File: config.mk
export PLATFORM = sky130hd
export DESIGN_NAME = remote_cmd_tx
export DESIGN_NICKNAME = d
export VERILOG_FILES = /design/src/rtl/remote_cmd_tx.sv
export SDC_FILE = /design/constraint.sdc
export NUM_CORES = 1
export LEC_CHECK = 0
export CELL_PAD_IN_SITES_DETAIL_PLACEMENT = 0
export CELL_PAD_IN_SITES_GLOBAL_PLACEMENT = 1
export CORE_ASPECT_RATIO = 0.6
export CORE_MARGIN = 8
export CORE_UTILIZATION = 34
export CTS_BUF_LIST = sky130_fd_sc_hd__clkbuf_16
export CTS_CLUSTER_SIZE = 14
export DETAILED_ROUTE_END_ITERATION = 8
export PLACE_DENSITY = 0.91
export RECOVER_POWER = 50
export SLEW_MARGIN = 15
export SYNTH_ARGS = -nofsm -noshare
export SYNTH_HDL_FRONTEND = slang
export SYNTH_SLANG_ARGS = --single-unit
File: constraint.sdc
create_clock -name clk -period 3.5 [get_ports clk]
set_input_delay 0.525 -clock clk [delete_from_list [all_inputs] [get_ports clk]]
set_output_delay 0.525 -clock clk [all_outputs]
set_load 0.01 [all_outputs]
File: src/rtl/remote_cmd_tx.sv
// remote_cmd_tx: sends one 3-byte command frame (opcode, payload hi, payload lo)
// through a UART transmitter, then waits for a single response byte.
//
// Optional feature: define RESP_TIMEOUT_EN to bound the response wait.
//   FAST_SIM=1 -> timeout after 512 WAIT_RESP cycles, otherwise 2^25 cycles.
//   Without the macro the wait is unbounded and timeout is tied low.
//
// Ports:
//   clk, rst            rising-edge clock, synchronous active-high reset
//   snd_cmd, cmd, data  request to send; cmd/data captured on acceptance
//   tx_data, trmt       byte to UART TX and its one-cycle start pulse
//   tx_done             UART TX finished the current byte
//   rx_rdy, rx_data     UART RX holds a valid byte
//   clr_rx_rdy          one-cycle pulse clearing rx_rdy in the UART
//   resp, resp_rdy      last response byte and its valid flag
//   ack_ok              resp_rdy with resp == 8'hA5
//   busy                any state other than IDLE
//   timeout             one-cycle pulse when the response wait expires
module remote_cmd_tx #(
  parameter int FAST_SIM = 1
) (
  input  logic        clk,
  input  logic        rst,
  input  logic        snd_cmd,
  input  logic [7:0]  cmd,
  input  logic [15:0] data,
  output logic [7:0]  tx_data,
  output logic        trmt,
  input  logic        tx_done,
  input  logic        rx_rdy,
  input  logic [7:0]  rx_data,
  output logic        clr_rx_rdy,
  output logic [7:0]  resp,
  output logic        resp_rdy,
  output logic        ack_ok,
  output logic        busy,
  output logic        timeout
);

  typedef enum logic [2:0] {IDLE, TX_CMD, TX_HI, TX_LO, WAIT_RESP} state_t;

  state_t      state;
  logic [7:0]  cmd_q;
  logic [15:0] data_q;

`ifdef RESP_TIMEOUT_EN
  localparam int CNT_W = 25;
  // Last counter value before expiry: the counter starts at 0 on entry, so
  // expiry lands exactly LIMIT cycles after WAIT_RESP entry.
  localparam logic [CNT_W-1:0] TO_LAST = (FAST_SIM != 0) ? CNT_W'(511) : {CNT_W{1'b1}};
  logic [CNT_W-1:0] to_cnt;
  logic             timeout_q;
  assign timeout = timeout_q;
`else
  assign timeout = 1'b0;
`endif

  // Byte select straight from the shadow registers: stable for the whole state.
  always_comb begin
    tx_data = 8'h00;
    case (state)
      TX_CMD:  tx_data = cmd_q;
      TX_HI:   tx_data = data_q[15:8];
      TX_LO:   tx_data = data_q[7:0];
      default: tx_data = 8'h00;
    endcase
  end

  assign busy   = (state != IDLE);
  assign ack_ok = resp_rdy && (resp == 8'hA5);

  // trmt is high only in the first cycle of a TX state, so gating tx_done with
  // !trmt ignores a done that coincides with the start pulse.
  always_ff @(posedge clk) begin
    if (rst) begin
      state      <= IDLE;
      cmd_q      <= 8'h00;
      data_q     <= 16'h0000;
      trmt       <= 1'b0;
      clr_rx_rdy <= 1'b0;
      resp       <= 8'h00;
      resp_rdy   <= 1'b0;
`ifdef RESP_TIMEOUT_EN
      to_cnt     <= '0;
      timeout_q  <= 1'b0;
`endif
    end else begin
      trmt       <= 1'b0;
      clr_rx_rdy <= 1'b0;
`ifdef RESP_TIMEOUT_EN
      timeout_q  <= 1'b0;
`endif
      case (state)
        IDLE: if (snd_cmd) begin
          cmd_q      <= cmd;
          data_q     <= data;
          resp_rdy   <= 1'b0;
          clr_rx_rdy <= 1'b1;   // flush any stale receive byte
          trmt       <= 1'b1;
          state      <= TX_CMD;
        end
        TX_CMD: if (!trmt && tx_done) begin
          trmt  <= 1'b1;
          state <= TX_HI;
        end
        TX_HI: if (!trmt && tx_done) begin
          trmt  <= 1'b1;
          state <= TX_LO;
        end
        TX_LO: if (!trmt && tx_done) begin
`ifdef RESP_TIMEOUT_EN
          to_cnt <= '0;
`endif
          state  <= WAIT_RESP;
        end
        WAIT_RESP: begin
          // rx_rdy has priority over expiry in the same cycle.
          if (rx_rdy) begin
            resp       <= rx_data;
            resp_rdy   <= 1'b1;
            clr_rx_rdy <= 1'b1;
            state      <= IDLE;
          end
`ifdef RESP_TIMEOUT_EN
          else if (to_cnt == TO_LAST) begin
            timeout_q <= 1'b1;
            state     <= IDLE;
          end else begin
            to_cnt <= to_cnt + 1'b1;
          end
`endif
        end
        default: state <= IDLE;
      endcase
    end
  end

endmodule
After elaboration in Yosys (flattened, before gate mapping)
Cells that the tools add are included.
Widths: inputs -> output; s select.
{"block": "totals", "memories": 0, "output_inout_bits": 22, "register_bits": 38, "elab_cells": 43, "mem_bits_ro": 0, "latchBits": 0, "ram_bits": 0, "inputBits": 37}
{"block": "classes", "shift": 0, "mux": 15, "div": 0, "bitwise": 0, "add_sub_neg": 0, "n_reduce_logical": 11, "n_eq_ne": 10, "n_mul": 0, "n_lt_le_gt_ge": 0}
{"operator": "$pmux 8 s3", "n": 1}
{"operator": "$mux 3", "n": 5}
{"operator": "$pmux 3 s5", "n": 1}
{"operator": "$ne 2x2->1 const B", "n": 5}
{"operator": "$eq 8x8->1 const B", "n": 1}
{"operator": "$eq 3x2->1 const B", "n": 2}
{"operator": "$pmux 1 s2", "n": 3}
{"operator": "$mux 1", "n": 5}
{"operator": "$reduce_and 5->1", "n": 1}
{"operator": "$reduce_and 2->1", "n": 2}
{"operator": "$eq 3x1->1 const B", "n": 1}
{"operator": "$eq 3x3->1 const B", "n": 1}
{"operator": "$logic_not 3->1", "n": 1}
{"operator": "$reduce_and 3->1", "n": 1}
{"operator": "$reduce_bool 3->1", "n": 1}
{"operator": "$logic_and 1x1->1", "n": 2}
{"operator": "$reduce_bool 2->1", "n": 1}
{"operator": "$reduce_or 2->1", "n": 1}
{"operator": "$logic_not 1->1", "n": 1}

Logic depth before layout (Yosys ltp)
Gate-level depths: netlist (run 1).
{"block": "logic_depth", "word_depth": 4, "mapped_depth": 6, "mapped_depth_nobuf": 3}

Least setup slack after synthesis (run 1)
No wires, ideal clock.
{"block": "synth_path", "path_type": "register -> output", "startpoint": "register state[1]", "endpoint": "output tx_data[3]", "path_buffers": 2, "required_time_ns": 2.975, "stages_incl_launch_ff": 6, "arrival_time_ns": 1.246, "path_slack_ns": 1.729, "cell_sequence": "dfxtp_1 buf_2 buf_2 mux2_2 a22oi_1 nor2_1"}
{"block": "synth_via", "elab_chain_cells": 2, "elab_cells_between_ends": 4, "cone_classes": "3 x eq/ne; 1 x mux"}
{"element": "start: declaration", "line": "42", "rtl": "state_t state;"}
{"element": "start signal: assignment", "line": "76", "rtl": "state <= IDLE;"}
{"element": "start signal: assignment", "line": "100", "rtl": "state <= TX_CMD;"}
{"element": "start signal: assignment", "line": "104", "rtl": "state <= TX_HI;"}
{"element": "$eq 3x2->1 or $eq 3x1->1 (tied branches)", "line": "61", "rtl": "case (state)"}
{"element": "$pmux 8 s3 *", "line": "61"}
{"element": "end: declaration", "line": "27", "rtl": "output logic [7:0] tx_data,"}
Every way passes the cells marked *; elsewhere a longest branch is shown, timed or not.

Final worst setup path (run 1)
{"block": "layout_path", "startpoint": "register state[0]", "endpoint": "output tx_data[7]"}
The elaborated chain is that of the path after synthesis.

==> impl_metrics.env, run 1 <==
export IMPL_status="complete, no violations"
export IMPL_clockPowerShare_pct=40.1
export IMPL_vias=1524
export IMPL_avgSynthCellArea_um2=8.21
export IMPL_yosysSeqAreaShare_pct=45.4
export IMPL_pwr_density_cell_nw_per_um2=445
export IMPL_ant_nets=0
export IMPL_die_w_um=107
export IMPL_slew_headroom_pct=39.2
export IMPL_first_pass_iters=4
export IMPL_syn_instance_count=204
export IMPL_rsz0062_at_grt="no"
export IMPL_clk_path_buf_depth=2
export IMPL_fin_util_pct=50.7
export IMPL_grt_ovfl_total=0
export IMPL_setup_viol=0
export IMPL_fin_skew_ps=2.97
export IMPL_worst_slack_ps=744
export IMPL_crit_arrival_ps=2230
export IMPL_track_usage_pct=11.9
export IMPL_critPathCaptureType="output pin"
export IMPL_finalHoldViolations=0
export IMPL_drtIter0Drc=69
export IMPL_switching_share_pct=24.1
export IMPL_cts_buffers=5
export IMPL_worst_ep_required_time_ps=2970
export IMPL_cap_violations=0
export IMPL_setup_tns_ps=0
export IMPL_cts_num_sinks=38
export IMPL_ys_warn_count=0
export IMPL_start_util_pct=35.9
export IMPL_cts_resized=0
export IMPL_internal_power_mw=0.799
export IMPL_vias_per_cell=4.81
export IMPL_grt_pass1_vias=1440
export IMPL_synth_cell_types=29
export IMPL_power_ir_vdd_worst_mv=0.206
export IMPL_port_buffers=57
export IMPL_pre_cts_ws_ps=1020
export IMPL_io_pins=59
export IMPL_grt_max_degree=39
export IMPL_crit_fanout=19
export IMPL_clockRootBuffer="clkbuf_16"
export IMPL_rows=19
export IMPL_grt_pass1_wl_um=7180
export IMPL_wl_per_cell_um=14.1
export IMPL_syn_nets=241
export IMPL_clock_latency_ps=280
export IMPL_fillers=482
export IMPL_holdBufCountCts=0
export IMPL_antenna_found_initial=0
export IMPL_cts_tree="built"
export IMPL_whs_ps=455
export IMPL_power_switching_mw=0.254
export IMPL_drv_slew=0
export IMPL_wirelength_um=4460
export IMPL_post_cts_buffers=0
export IMPL_ys_ff_latch=38
export IMPL_die_area_um2=7500
export IMPL_fin_crit_sh_pct=78.8
export IMPL_worst_pin_slew_ps=912
export IMPL_drc_errors=0
export IMPL_diodes=0
export IMPL_drive_gt1_share_pct=9.06
export IMPL_gp_congestion=0.714
export IMPL_path_class="reg -> out"
export IMPL_syn_to_final_growth_pct=41.2
export IMPL_dp_hpwl_um=3170
export IMPL_p_seq_share_pct=45.2
export IMPL_clk_pin_slew_ps=50
export IMPL_critPathLaunchType="flop"
export IMPL_die_h_um=70.4
export IMPL_syn_area_um2=1670
export IMPL_p_leak_nw=0.892
export IMPL_cts_htree_levels=2
export IMPL_layout_nets=290
export IMPL_min_period_ps=2760
export IMPL_core_area_um2=4660
export IMPL_fmax_mhz=363
export IMPL_power_frac_comb_pct=14.6
export IMPL_hp_class="reg -> reg"
-- cells by family (layout without fill, tap and decap cells) --
logic type             after synthesis  count (layout)  share of synthesized area [%]
AO/OA/AOI/OAI                       47              47                           15.8
buffers and inverters               19              69                           7.40
flip-flops                          38              38                           45.4
multiplexers                         8               8                           5.38
other                                1               1                          0.224
AND/OR/NAND/NOR                     91              91                           25.8
-- cells in the final DEF, fill, tap and decap left out, drive strengths merged --
cell,n
nand2,66
clkdlybuf4s50,45
dfxtp,38
a21oi,37
dlygate4sd3,12
mux2,8
nor2,8
a22oi,7
clkbuf,5
buf,4
a211oi,3
nor2b,2
nand3b,2
nand4bb,2
or4b,2
clkinv,2
or3,1
nand3,1
nor4,1
nor4b,1
nor4bb,1
or2,1
nor3b,1
nand2b,1
or3b,1
conb,1
inv,1
-- per-layer routing --
metal | vias up | track usage, % | wire length [um]
li1 | 785 | - | -
met1 | 686 | 16.9 | 2360
met2 | 48 | 15.4 | 1730
met3 | 5 | 5.04 | 334
met4 | 0 | 3.72 | 35
met5 | - | 0 | 0
-- Yosys cell counts (all sizes together) --
cell type / number / area [um2]
or4b: 2 / 23.8
nand3: 1 / 5.00
nor4: 1 / 6.26
nand2: 66 / 248
or3: 1 / 6.26
clkbuf: 6 / 22.5
mux2: 8 / 90.1
buf: 13 / 101
or2: 1 / 6.26
a211oi: 3 / 22.5
conb: 1 / 3.75
nand3b: 2 / 15.0
nand2b: 1 / 6.26
a21oi: 37 / 189
nor2b: 2 / 12.5
a22oi: 7 / 52.6
dfxtp: 38 / 761
nor4b: 1 / 23.8
nor4bb: 1 / 10.0
nand4bb: 2 / 22.5
nor2: 8 / 30.0
or3b: 1 / 8.76
nor3b: 1 / 7.51
-- area by class of cell --
class	instances	area (um2)	share of cell area [%]
clock buffer	5	125	5.29
clock inverter	3	12.5	0.529
multi-input combinational	147	786	33.2
sequential	38	761	32.2
tap	63	78.8	3.34
timing repair buffer	61	601	25.4
-- stage by stage --
stage	power, mW	std cells	instance area (um2)
global placement	0.642	309	2230
floorplan	0.576	204	1670
detailed placement	0.643	309	2230
finish	1.05	317	2360
global route	1.10	317	2360
CTS	1.07	317	2370
-- critical path, cell delays in order, from the launching register on --
cell and delay (ps):
dfxtp_1 520, nor2b_1 570, a22oi_1 180, nor2_1 120, clkdlybuf4s50_1 570
-- power groups by stage --
stage | Clock (mW) | Sequential, mW | Combinational, mW
final | 0.423 | 0.476 | 0.154
after global routing | 0.446 | 0.480 | 0.170
after CTS | 0.431 | 0.476 | 0.158
after detailed placement | 0 | 0.486 | 0.157
after global placement | 0 | 0.485 | 0.157
after floorplan | 0 | 0.477 | 0.0997
-- path summary, 6_finish.rpt --
path / startpoint / to / slack, ps / depth (start not counted)
setup / recovery: state[0] / tx_data[7] / 740 / 4
hold / removal: data_q[7] / data_q[7] / 460 / 2
setup reg to reg: state[2] / resp_rdy / 1510 / 3
hold reg to reg: data_q[7] / data_q[7] / 460 / 2
-- flip-flops by register name, summed over array words and instances, names as in the netlist --
register    count
trmt            1
cmd_q           8
state           3
data_q         16
resp_rdy        1
clr_rx_rdy      1
resp            8
No activity file was read; power rests on OpenSTA's default activity.
==> run 2, diff against run 1 <==
--- a/config.mk
+++ b/config.mk
@@ -9,11 +9,11 @@
 export CELL_PAD_IN_SITES_GLOBAL_PLACEMENT = 1
 export CORE_ASPECT_RATIO = 0.6
 export CORE_MARGIN = 8
-export CORE_UTILIZATION = 34
+export CORE_UTILIZATION = 29
 export CTS_BUF_LIST = sky130_fd_sc_hd__clkbuf_16
 export CTS_CLUSTER_SIZE = 14
 export DETAILED_ROUTE_END_ITERATION = 8
-export PLACE_DENSITY = 0.91
+export PLACE_DENSITY = 0.83
 export RECOVER_POWER = 50
 export SLEW_MARGIN = 15
 export SYNTH_ARGS = -nofsm -noshare
==> constraint.sdc (replaced) <==
create_clock -name clk -period 2.4 [get_ports clk]
set_input_delay 0.36 -clock clk [delete_from_list [all_inputs] [get_ports clk]]
set_output_delay 0.36 -clock clk [all_outputs]
set_load 0.01 [all_outputs]
==> impl_metrics.env, run 2 (synthesis gave the netlist of run 1 again) <==
export IMPL_crit_fanout=12
export IMPL_largest_reg_flops=16
export IMPL_crit_arrival_ps=1840
export IMPL_drive_gt1_share_pct=10.8
export IMPL_core_area_um2=5570
export IMPL_clk_pin_slew_ps=60
export IMPL_worstReg2RegEnd="resp_rdy"
export IMPL_setup_viol=0
export IMPL_critPathLaunchType="flop"
export IMPL_cts_buffers=5
export IMPL_layout_common_cells="nand2_1, clkdlybuf4s50_1, dfxtp_1, a21oi_1, dlygate4sd3_1"
export IMPL_ant_nets=0
export IMPL_worst_ep_required_time_ps=2040
export IMPL_r2r_worst_path_cells=4
export IMPL_gp_congestion=0.754
export IMPL_syn_to_final_growth_pct=44.5
export IMPL_grt_max_degree=39
export IMPL_power_ir_vdd_worst_mv=0.269
export IMPL_start_util_pct=30.1
export IMPL_clk_path_buf_depth=2
export IMPL_layout_nets=295
export IMPL_final_common_cell="nand2_1"
export IMPL_vias=1535
export IMPL_io_pins=59
export IMPL_grt_pass1_vias=1449
export IMPL_first_pass_iters=4
export IMPL_antenna_found_initial=0
export IMPL_die_h_um=74.9
export IMPL_setup_tns_ps=0
export IMPL_cts_htree_levels=2
export IMPL_drc_errors=0
export IMPL_fmax_mhz=455
export IMPL_wirelength_um=4710
export IMPL_drtIter0Drc=81
export IMPL_p_total_mw=1.55
export IMPL_fin_crit_sh_pct=91.6
export IMPL_post_cts_buffers=0
export IMPL_post_dp_cell_area_um2=2290
export IMPL_cap_violations=0
export IMPL_track_usage_pct=11.2
export IMPL_die_area_um2=8540
export IMPL_grt_ovfl_total=0
export IMPL_rows=21
export IMPL_holdBufCountCts=0
export IMPL_regMostFlops="data_q"
export IMPL_endpoint="tx_data[4]"
export IMPL_rsz0062_at_grt="no"
export IMPL_critPathCaptureType="output pin"
export IMPL_die_w_um=114
export IMPL_status="complete, no violations"
export IMPL_cts_resized=0
export IMPL_diodes=0
export IMPL_biggestRegsByFlops="data_q x16, cmd_q x8, resp x8"
export IMPL_cts_tree="built"
export IMPL_min_period_ps=2200
export IMPL_ff2ff_setup_slack_ps=330
export IMPL_hp_class="reg -> reg"
export IMPL_rr_startpoint="state[0]"
export IMPL_pwr_density_cell_nw_per_um2=642
export IMPL_p_leak_nw=0.915
export IMPL_finalHoldViolations=0
export IMPL_grt_pass1_wl_um=7460
export IMPL_clockRootBuffer="clkbuf_16"
export IMPL_drv_slew=0
export IMPL_vias_per_cell=4.53
export IMPL_wl_per_cell_um=13.9
export IMPL_path_class="reg -> out"
export IMPL_whs_ps=450
export IMPL_fin_skew_ps=2.37
export IMPL_clock_latency_ps=280
export IMPL_dp_hpwl_um=3280
export IMPL_slew_headroom_pct=37.0
export IMPL_crit_start="state[1]"
export IMPL_port_buffers=57
export IMPL_cts_num_sinks=38
export IMPL_fin_area_um2=2420
export IMPL_worst_pin_slew_ps=945
[run 2: worst max-delay path: stages (launching register included)]
cell	delay, ps
dfxtp_2	470
nor2b_1	210
buf_4	160
a22oi_1	80
nor2_1	90
clkdlybuf4s50_1	560
[run 2: how the worst min path moves through the flow]
stage,endpoint,slack [ps],cells after the start,start
global route,data_q[4],470,2,data_q[4]
detailed placement,data_q[4],450,2,data_q[4]
floorplan,data_q[0],430,2,data_q[0]
finish,data_q[0],450,2,data_q[0]
global placement,cmd_q[3],440,2,cmd_q[3]
CTS,data_q[4],450,2,data_q[4]
[run 2: through the flow]
stage / instances / utilization [%] / setup slack [ps]
finish: 339 / 43.4 / 201
floorplan: 204 / - / 794
CTS: 339 / 43.6 / 14.4
detailed placement: 331 / 41.1 / 322
global placement: 331 / 41.1 / 356
global route: 339 / 43.4 / 38.4
[run 2: area by class of cell]
type / instances / area (um2)
timing repair buffer: 66 / 634
sequential: 38 / 762
clock inverter: 3 / 12.5
tap: 80 / 100
multi-input combinational: 147 / 786
clock buffer: 5 / 125
fill: 594 / 3150
[run 2: where the power goes]
part	internal, mW	switching (mW)
Sequential	0.668	0.0252
Combinational	0.128	0.108
Clock	0.375	0.250
[run 2: metal layers]
metal	vias to the layer above	share of wire [%]	track usage, %
met2	41	40	16.0
li1	790	-	-
met4	0	1.1	3.51
met1	696	51	14.6
met5	-	0	0
met3	8	8.1	5.20
